===== src/rtl/dial_emu.sv =====
// Rotary dial (quadrature spinner) emulator: turns per-channel inc/dec requests into Gray-coded
// phase steps at a programmable rate with optional acceleration, or passes joystick levels through.
module dial_emu #(
    parameter int unsigned CHANNELS  = 2,
    parameter int unsigned DIV_W     = 16,
    parameter int unsigned ACC_STEPS = 8
) (
    input  logic                  clk,
    input  logic                  reset,
    input  logic                  ce,
    input  logic [CHANNELS-1:0]   enable,
    input  logic [CHANNELS-1:0]   invert,
    input  logic [CHANNELS-1:0]   inc,
    input  logic [CHANNELS-1:0]   dec,
    input  logic [DIV_W-1:0]      rate,
    input  logic                  accel_en,
    output logic [2*CHANNELS-1:0] dial,
    output logic [8*CHANNELS-1:0] pos,
    output logic [CHANNELS-1:0]   step
);

    localparam int unsigned HOLD_W = ($clog2(ACC_STEPS + 1) > 0) ? $clog2(ACC_STEPS + 1) : 1;

    function automatic logic [1:0] gray(input logic [1:0] idx);
        return {idx[1], idx[1] ^ idx[0]};
    endfunction

    // Shared terminal counts (interval - 1), with a zero interval treated as one tick.
    logic [DIV_W-1:0] rate_half;
    logic [DIV_W-1:0] lim_base;
    logic [DIV_W-1:0] lim_fast;

    always_comb begin
        rate_half = rate >> 1;
        lim_base  = (rate == '0) ? '0 : DIV_W'(rate - DIV_W'(1));
        lim_fast  = (rate_half == '0) ? '0 : DIV_W'(rate_half - DIV_W'(1));
    end

    for (genvar ch = 0; ch < int'(CHANNELS); ch++) begin : g_ch
        logic             up, dn, fwd, rev;
        logic [1:0]       phase_q, phase_d;
        logic [7:0]       pos_q, pos_d;
        logic [DIV_W-1:0] div_q, div_d;
        logic [HOLD_W-1:0] hold_q, hold_d;
        logic [1:0]       last_q, last_d;
        logic [1:0]       dial_q, dial_d;
        logic             step_q, step_d;
        logic             do_step;
        logic [DIV_W-1:0] lim;

        always_comb begin
            up  = invert[ch] ? dec[ch] : inc[ch];
            dn  = invert[ch] ? inc[ch] : dec[ch];
            fwd = up & ~dn;
            rev = dn & ~up;
            lim = (accel_en && hold_q >= HOLD_W'(ACC_STEPS)) ? lim_fast : lim_base;
        end

        // Next-state: divider/hold bookkeeping and phase stepping, only on ce ticks.
        always_comb begin
            phase_d = phase_q;
            pos_d   = pos_q;
            div_d   = div_q;
            hold_d  = hold_q;
            last_d  = last_q;
            dial_d  = gray(phase_q);
            step_d  = 1'b0;
            do_step = 1'b0;
            if (!enable[ch]) begin
                dial_d = {dn, up};
                div_d  = '0;
                hold_d = '0;
                last_d = 2'b00;
            end else if (ce) begin
                if (!(fwd | rev)) begin
                    div_d  = '0;
                    hold_d = '0;
                    last_d = 2'b00;
                end else if ({rev, fwd} != last_q) begin
                    // Start from idle or a reversal: step now, count this as the first held step.
                    do_step = 1'b1;
                    div_d   = '0;
                    hold_d  = HOLD_W'(1);
                    last_d  = {rev, fwd};
                end else if (div_q >= lim) begin
                    do_step = 1'b1;
                    div_d   = '0;
                    hold_d  = (hold_q >= HOLD_W'(ACC_STEPS)) ? hold_q : HOLD_W'(hold_q + HOLD_W'(1));
                end else begin
                    div_d = DIV_W'(div_q + DIV_W'(1));
                end
                if (do_step) begin
                    phase_d = fwd ? 2'(phase_q + 2'd1) : 2'(phase_q - 2'd1);
                    pos_d   = fwd ? 8'(pos_q + 8'd1) : 8'(pos_q - 8'd1);
                    step_d  = 1'b1;
                end
                dial_d = gray(phase_d);
            end
        end

        always_ff @(posedge clk or posedge reset) begin
            if (reset) begin
                phase_q <= 2'b00;
                pos_q   <= 8'h00;
                div_q   <= '0;
                hold_q  <= '0;
                last_q  <= 2'b00;
                dial_q  <= 2'b00;
                step_q  <= 1'b0;
            end else begin
                phase_q <= phase_d;
                pos_q   <= pos_d;
                div_q   <= div_d;
                hold_q  <= hold_d;
                last_q  <= last_d;
                dial_q  <= dial_d;
                step_q  <= step_d;
            end
        end

        assign dial[2*ch +: 2] = dial_q;
        assign pos[8*ch +: 8]  = pos_q;
        assign step[ch]        = step_q;
    end

endmodule


===== config.mk =====
export PLATFORM = sky130hd
export DESIGN_NAME = dial_emu
export DESIGN_NICKNAME = d
export VERILOG_FILES = /design/src/rtl/dial_emu.sv
export SDC_FILE = /design/constraint.sdc
export NUM_CORES = 1
export LEC_CHECK = 0
export CAP_MARGIN = 5
export CORE_ASPECT_RATIO = 0.8
export CORE_MARGIN = 2
export CORE_UTILIZATION = 59
export DETAILED_ROUTE_END_ITERATION = 10
export MAX_ROUTING_LAYER = met4
export PLACE_DENSITY = 0.92
export SKIP_LAST_GASP = 1
export SLEW_MARGIN = 5
export SYNTH_ARGS = -nofsm -noshare
export SYNTH_HDL_FRONTEND = slang
export SYNTH_SLANG_ARGS = --single-unit

===== constraint.sdc =====
create_clock -name clk -period 4.9 [get_ports clk]
set_input_delay 1.47 -clock clk [delete_from_list [all_inputs] [get_ports clk]]
set_output_delay 1.47 -clock clk [all_outputs]
set_load 0.02 [all_outputs]

Word level (Yosys, flattened, before mapping)
Index checks and enable logic that the tools add are counted.
{ "word_totals": {"mem_bits_rw": 0, "input_bits": 28, "latchBits": 0, "rom_bits": 0, "memories": 0, "ff_bits": 70} }
{ "op_classes": {"n_reduce_logical": 12, "n_mux": 68, "n_eq_ne": 10, "n_bitwise": 14, "div": 0, "n_shift": 0, "order_cmp": 4, "n_mul": 0, "addsub": 14} }
{ "ops": {"columns": ["operator", "count"], "rows": [
  ["2-to-1 mux 16 bit", 14],
  ["2-to-1 mux 4 bit", 12],
  ["2-to-1 mux 2 bit", 20],
  ["adder 16 x 1 -> 16 bit, second input constant", 2],
  [">= comparator 16 bit", 2],
  ["logical NOT 16 bit", 2],
  ["2-to-1 mux 1 bit", 20],
  ["adder 8 x 1 -> 8 bit, second input constant", 2],
  ["2-to-1 mux 8 bit", 2],
  ["subtractor 15 x 1 -> 16 bit, second input constant", 1],
  ["subtractor 16 x 1 -> 16 bit, second input constant", 1],
  ["subtractor 8 x 1 -> 8 bit, second input constant", 2],
  ["AND reduction 3 bit", 4],
  ["adder 4 x 1 -> 4 bit, second input constant", 2],
  [">= comparator 4 bit, second input constant", 2],
  ["inequality test 4 x 2 -> 1 bit, second input constant", 2],
  ["inequality test 4 x 3 -> 1 bit, second input constant", 2],
  ["AND reduction 2 bit", 4],
  ["inequality test 3 x 2 -> 1 bit, second input constant", 2],
  ["adder 2 x 1 -> 2 bit, second input constant", 2],
  ["AND 1 bit", 4],
  ["inequality test 2 bit", 2],
  ["inequality test 2 bit, second input constant", 2],
  ["NOT 1 bit", 4],
  ["4 further kinds", 10]
]} }

Depth between registers and ports, before layout
{ "logic_depth": {"depth_word": 15, "mapped_depth": 19, "ltp_nobuf": 17} }

Least setup slack after synthesis
OpenSTA, ideal clock, no wires.
{ "synth_path": {"kind": "input-to-reg", "startpoint": "input rate[1]", "endpoint": "register g_ch[0].pos_q[1]", "stages": 18, "setup_ns": 0.127, "required_ns": 4.773, "slack_ns": -1.015, "arrival_ns": 5.788, "cell_sequence": "inv_1 ha_1 or4b_4 or4_4 nand2b_4 or3_4 nor2_4 buf_4 nor2_1 a21oi_1 ha_1 and3_1 a221o_1 a2111oi_0 o21a_1 nor3_1 clkbuf_1 mux2_1"} }
{ "synth_between": {"elab_chain_cells": 10} }
{ "synth_rtl": {"columns": ["element", "line", "rtl"], "rows": [
  ["from (decl)", "15", "input logic [DIV_W-1:0] rate,"],
  ["subtractor 16 x 1 -> 16 bit, or another cell as far along", "35", "lim_base = (rate == '0) ? '0 : DIV_W'(rate - DIV_W'(1));"],
  ["2-to-1 mux 16 bit (on tied branches)", "35, 36", null],
  ["2-to-1 mux 16 bit *", "56", "lim = (accel_en && hold_q >= HOLD_W'(ACC_STEPS)) ? lim_fast : lim_base;"],
  [">= comparator 16 bit *", "85", "end else if (div_q >= lim) begin"],
  ["2-to-1 mux 1 bit *", "85", null],
  ["2-to-1 mux 1 bit *", "79", "end else if ({rev, fwd} != last_q) begin"],
  ["2-to-1 mux 1 bit *", "75", "if (!(fwd | rev)) begin"],
  ["2-to-1 mux 1 bit *", "74", "end else if (ce) begin"],
  ["2-to-1 mux 1 bit *", "69", "if (!enable[ch]) begin"],
  ["AND reduction 3 bit (no source line) *", null, null],
  ["to (signal assigned)", "112", "pos_q <= pos_d;"],
  ["to (decl)", "42", "logic [7:0] pos_q, pos_d;"]
]} }
Mark *: on every way between the ends. The rest lies on a longest branch, timed or not. The select of a mux whose other input is x is not followed.
A chain may end at the register's enable or synchronous reset.

Worst setup path after layout
{ "layout_path": {"startpoint": "input rate[1]", "endpoint": "register g_ch[0].hold_q[2]"} }
{ "layout_between": {"elab_chain_cells": 6} }
{ "layout_rtl": {"columns": ["element", "line", "rtl"], "rows": [
  ["subtractor 16 x 1 -> 16 bit, or another cell as far along", "35", null],
  ["2-to-1 mux 16 bit (on tied branches)", "35, 36", null],
  ["2-to-1 mux 16 bit *", "56", null],
  [">= comparator 16 bit *", "85", null],
  ["inequality test 4 x 2 -> 1 bit (no source line) *", null, null],
  ["AND reduction 3 bit (no source line) *", null, null],
  ["to (signal assigned)", "114", "hold_q <= hold_d;"],
  ["to (decl)", "44", "logic [HOLD_W-1:0] hold_q, hold_d;"]
]} }
Mark *: on every way between the ends. The rest lies on a longest branch, timed or not.

==> impl_metrics.toml <==
[run_status]
status = "finished, violations left"
violations = "design-rule violations, negative setup slack"

[yosys]
synth_fa_ha_area_share_pct = 13.9
synth_top_family_by_area = "simple AND/OR/NAND/NOR gates"
ys_types = 60
synth-seq-area-share_pct = 31.3
synth_flop_cell = "dfrtp_1"
ys_warn_count = 0
syn_area_sq_um = 5590
synth_top_area_share_pct = 31.3
syn_inst = 646
yosys.area.top_type = "dfrtp_1"
synthArstFlopShare_pct = 100
synth_common_cells = "nor2_1 (82), dfrtp_1 (70), ha_1 (59)"
ys_ff_latch = 70
synth_edf_count = 0
ys_top_cells_by_area = "dfrtp_1 (31%), ha_1 (13%), xnor2_1 (7.0%)"
synth-xor-area-share_pct = 11.6
yosys.area_share.simple_pct = 21.5
syn-num-nets = 735
synthMuxAreaShare_pct = 4.70
yosysMostFrequentCell = "nor2_1"
synth_compound_area_share_pct = 13.4
syn_avg_cell_area_sq_um = 8.66

[placed_design]
port_buffers = 49
gp_congestion = 0.976
dp_hpwl_microns = 11200
place_area_sq_um = 6710
placedCellCount = 850
dpl_worst_slack_ps = -1320

[layout]
fill_cells = 472
area_growth_pct = 36.0
final_util_pct = 83.1
num_antenna_cells = 0
fin_nets = 853
fin_cells = 884
final_area_sq_um = 7610
drive_gt1_share_pct = 24.3

[worst_hold_path]
hp-class = "reg2reg"

[critical_path]
cp.arrival_ps = 5780
r2r_setup_slack_ps = 1440
crit_slowest_cell = "or4b_4"
path_cells = "buf_12 > inv_16 > ha_4 > or4b_4 > or4_4 > nand2b_4 > or3_4 > nor2_4 > buf_6 > nor2_4 > a21oi_2 > ha_1 > and3_4 > a221o_1 > a2111oi_4 > o211ai_1 > buf_4 > nand3b_1 > mux2i_1 > o2bb2ai_1"
cp_common_cell = "nor2_4"
critPathLaunchType = "input port"
crit_type = "in2reg"
end_kind = "register"
r2r-end = "g_ch[0].hold_q[2]"
crit_start = "rate[1]"
slowest_delay_ps = 450
path_max_fanout = 3
reg2reg_depth = 12
r2r-start = "g_ch[0].hold_q[3]"
endpoint = "g_ch[0].hold_q[2]"
cp.required_ps = 5170

[drt]
drtIter0Drc = 672
routed_wl_microns = 18400
vias = 5778
wire_per_inst_microns = 20.8
vias_per_cell = 6.54
ant_nets = 0
drc_errors = 1
first_pass_iters = 9

[timing]
setup_viol = 66
hold_violations = 0
fmax_ghz = 0.181
finalCritPeriodShare_pct = 112
slew-limit-headroom_pct = 31.3
skew_ps = 11.1
fin_ws_ps = -612
rsz0062_at_grt = "true"
period_needed_ps = 5510
tightest_slew_ps = 1030
slew_viol_final = 0

[clock_network]
root_buffer = "clkbuf_16"
cts_hold_buf = 0
path_clk_slew_ps = 60
cts_num_sinks = 70
cts.path.max_buffers = 2
numCtsBuffers = 9
insertion_delay_ps = 350
cts-htree-levels = 3
cts_tree = "yes"

[die]
die_x_microns = 113
start_util_pct = 61.1
placementRows = 31
die_y_microns = 91.1
core_area_sq_um = 9150
pin_count = 50
die_area_sq_um = 10300

[power]
finalPower_mw = 2.74
p_per_area_nw_per_um2 = 360
p_leak_nw = 3.37
peakVddDrop_v = 0.000560

[global_routing]
globalRouteTotalUtil_pct = 34.8
overflow = 0
antenna_found_initial = 0
grt_max_degree = 50
grt_pass1_wl_microns = 27700
first_global_vias = 5652

[job]
drv_cap = 0
layout by cell type (no fill, tap or decap), types with 12 or more instances in the layout:
cell / instances
a21oi_2: 13
dfrtp_1: 70
nor2_1: 56
nand4_1: 12
nand2_1: 41
inv_1: 24
nor2_4: 18
nor3_1: 19
nand2b_1: 12
a21oi_1: 37
ha_1: 58
buf_6: 14
mux2i_1: 14
xnor2_1: 44
buf_4: 65
o21ai_0: 12
xor2_1: 29
nand3_1: 18
clkdlybuf4s50_1: 44
cell type report:
class | instances | area, sq um | area share (%)
flip-flops and latches | 70 | 1750 | 23.0
multi-input cells | 525 | 4060 | 53.4
repair buffers | 131 | 1210 | 16.0
clock inverters | 3 | 67.6 | 0.888
inverters | 27 | 120 | 1.58
well taps | 115 | 144 | 1.89
clock buffers | 13 | 250 | 3.29
stage by stage:
| step | hold slack [ps] | setup TNS, ps |
|---|---|---|
| 3_3_place_gp | 463 | -72260 |
| 3_5_place_dp | 469 | -79510 |
| 4_1_cts | 484 | -36790 |
| 5_1_grt | 500 | -39470 |
| 2_1_floorplan | 468 | -31030 |
| 6_report | 477 | -30260 |
what timing repair did:
action	in CTS	in global routing
cloned	1	1
endpoints found under the hold margin	0	0
pin swaps	28	36
setup endpoints to repair	66	66
buffers inserted	15	7
gates resized for setup	64	65
registers in the layout, indices dropped and copies added, names as in the netlist:
signal,cells
g_ch.hold_q,8
g_ch.pos_q,16
g_ch.phase_q,4
g_ch.div_q,32
g_ch.step_q,2
g_ch.dial_q,4
g_ch.last_q,4
worst max-delay path: cells and delay by family:
kind,cells,cell delay (ps)
buffers and inverters,4,470
AND/OR/NAND/NOR,8,1850
adder cells (fa/ha/maj),2,410
multiplexers,1,230
AO/OA/AOI/OAI,5,1320
per-layer routing:
layer	vias to the layer above	track usage, %	share of wire, %
li1	2517	-	-
met5	-	-	0
met4	0	13.5	4.4
met3	89	6.81	8.0
met2	380	57.5	49
met1	2792	42.2	38
cell families (layout without fill, tap and decap cells):
kind of cell,Yosys count,count (layout)
and+or+nand+nor,244,244
xor gates and xnor gates,74,74
AOI/OAI and AO/OA,121,121
muxes,25,25
DFF,70,70
adders and majority gates,61,61
buffers and inverters,51,174
worst min-delay path by stage:
stage	slack [ps]	end	cells after the start	start
CTS	480	g_ch[0].pos_q[7]	1	g_ch[0].pos_q[7]
global route	500	g_ch[1].pos_q[7]	1	g_ch[1].pos_q[7]
floorplan	470	g_ch[0].div_q[2]	1	g_ch[0].div_q[2]
global placement	460	g_ch[0].pos_q[7]	1	g_ch[0].pos_q[7]
detailed placement	470	g_ch[0].pos_q[7]	1	g_ch[0].pos_q[7]
finish	480	g_ch[0].pos_q[7]	1	g_ch[0].pos_q[7]
report_power, final:
part / switching (mW) / leakage, nW / internal, mW / total (mW)
registers: 0.130 / 0.920 / 0.683 / 0.813
logic: 0.631 / 2.30 / 0.585 / 1.22
clock network: 0.253 / 0.150 / 0.460 / 0.713
total: 1.01 / 3.37 / 1.73 / 2.74
No activity file was read; power rests on OpenSTA's default activity.
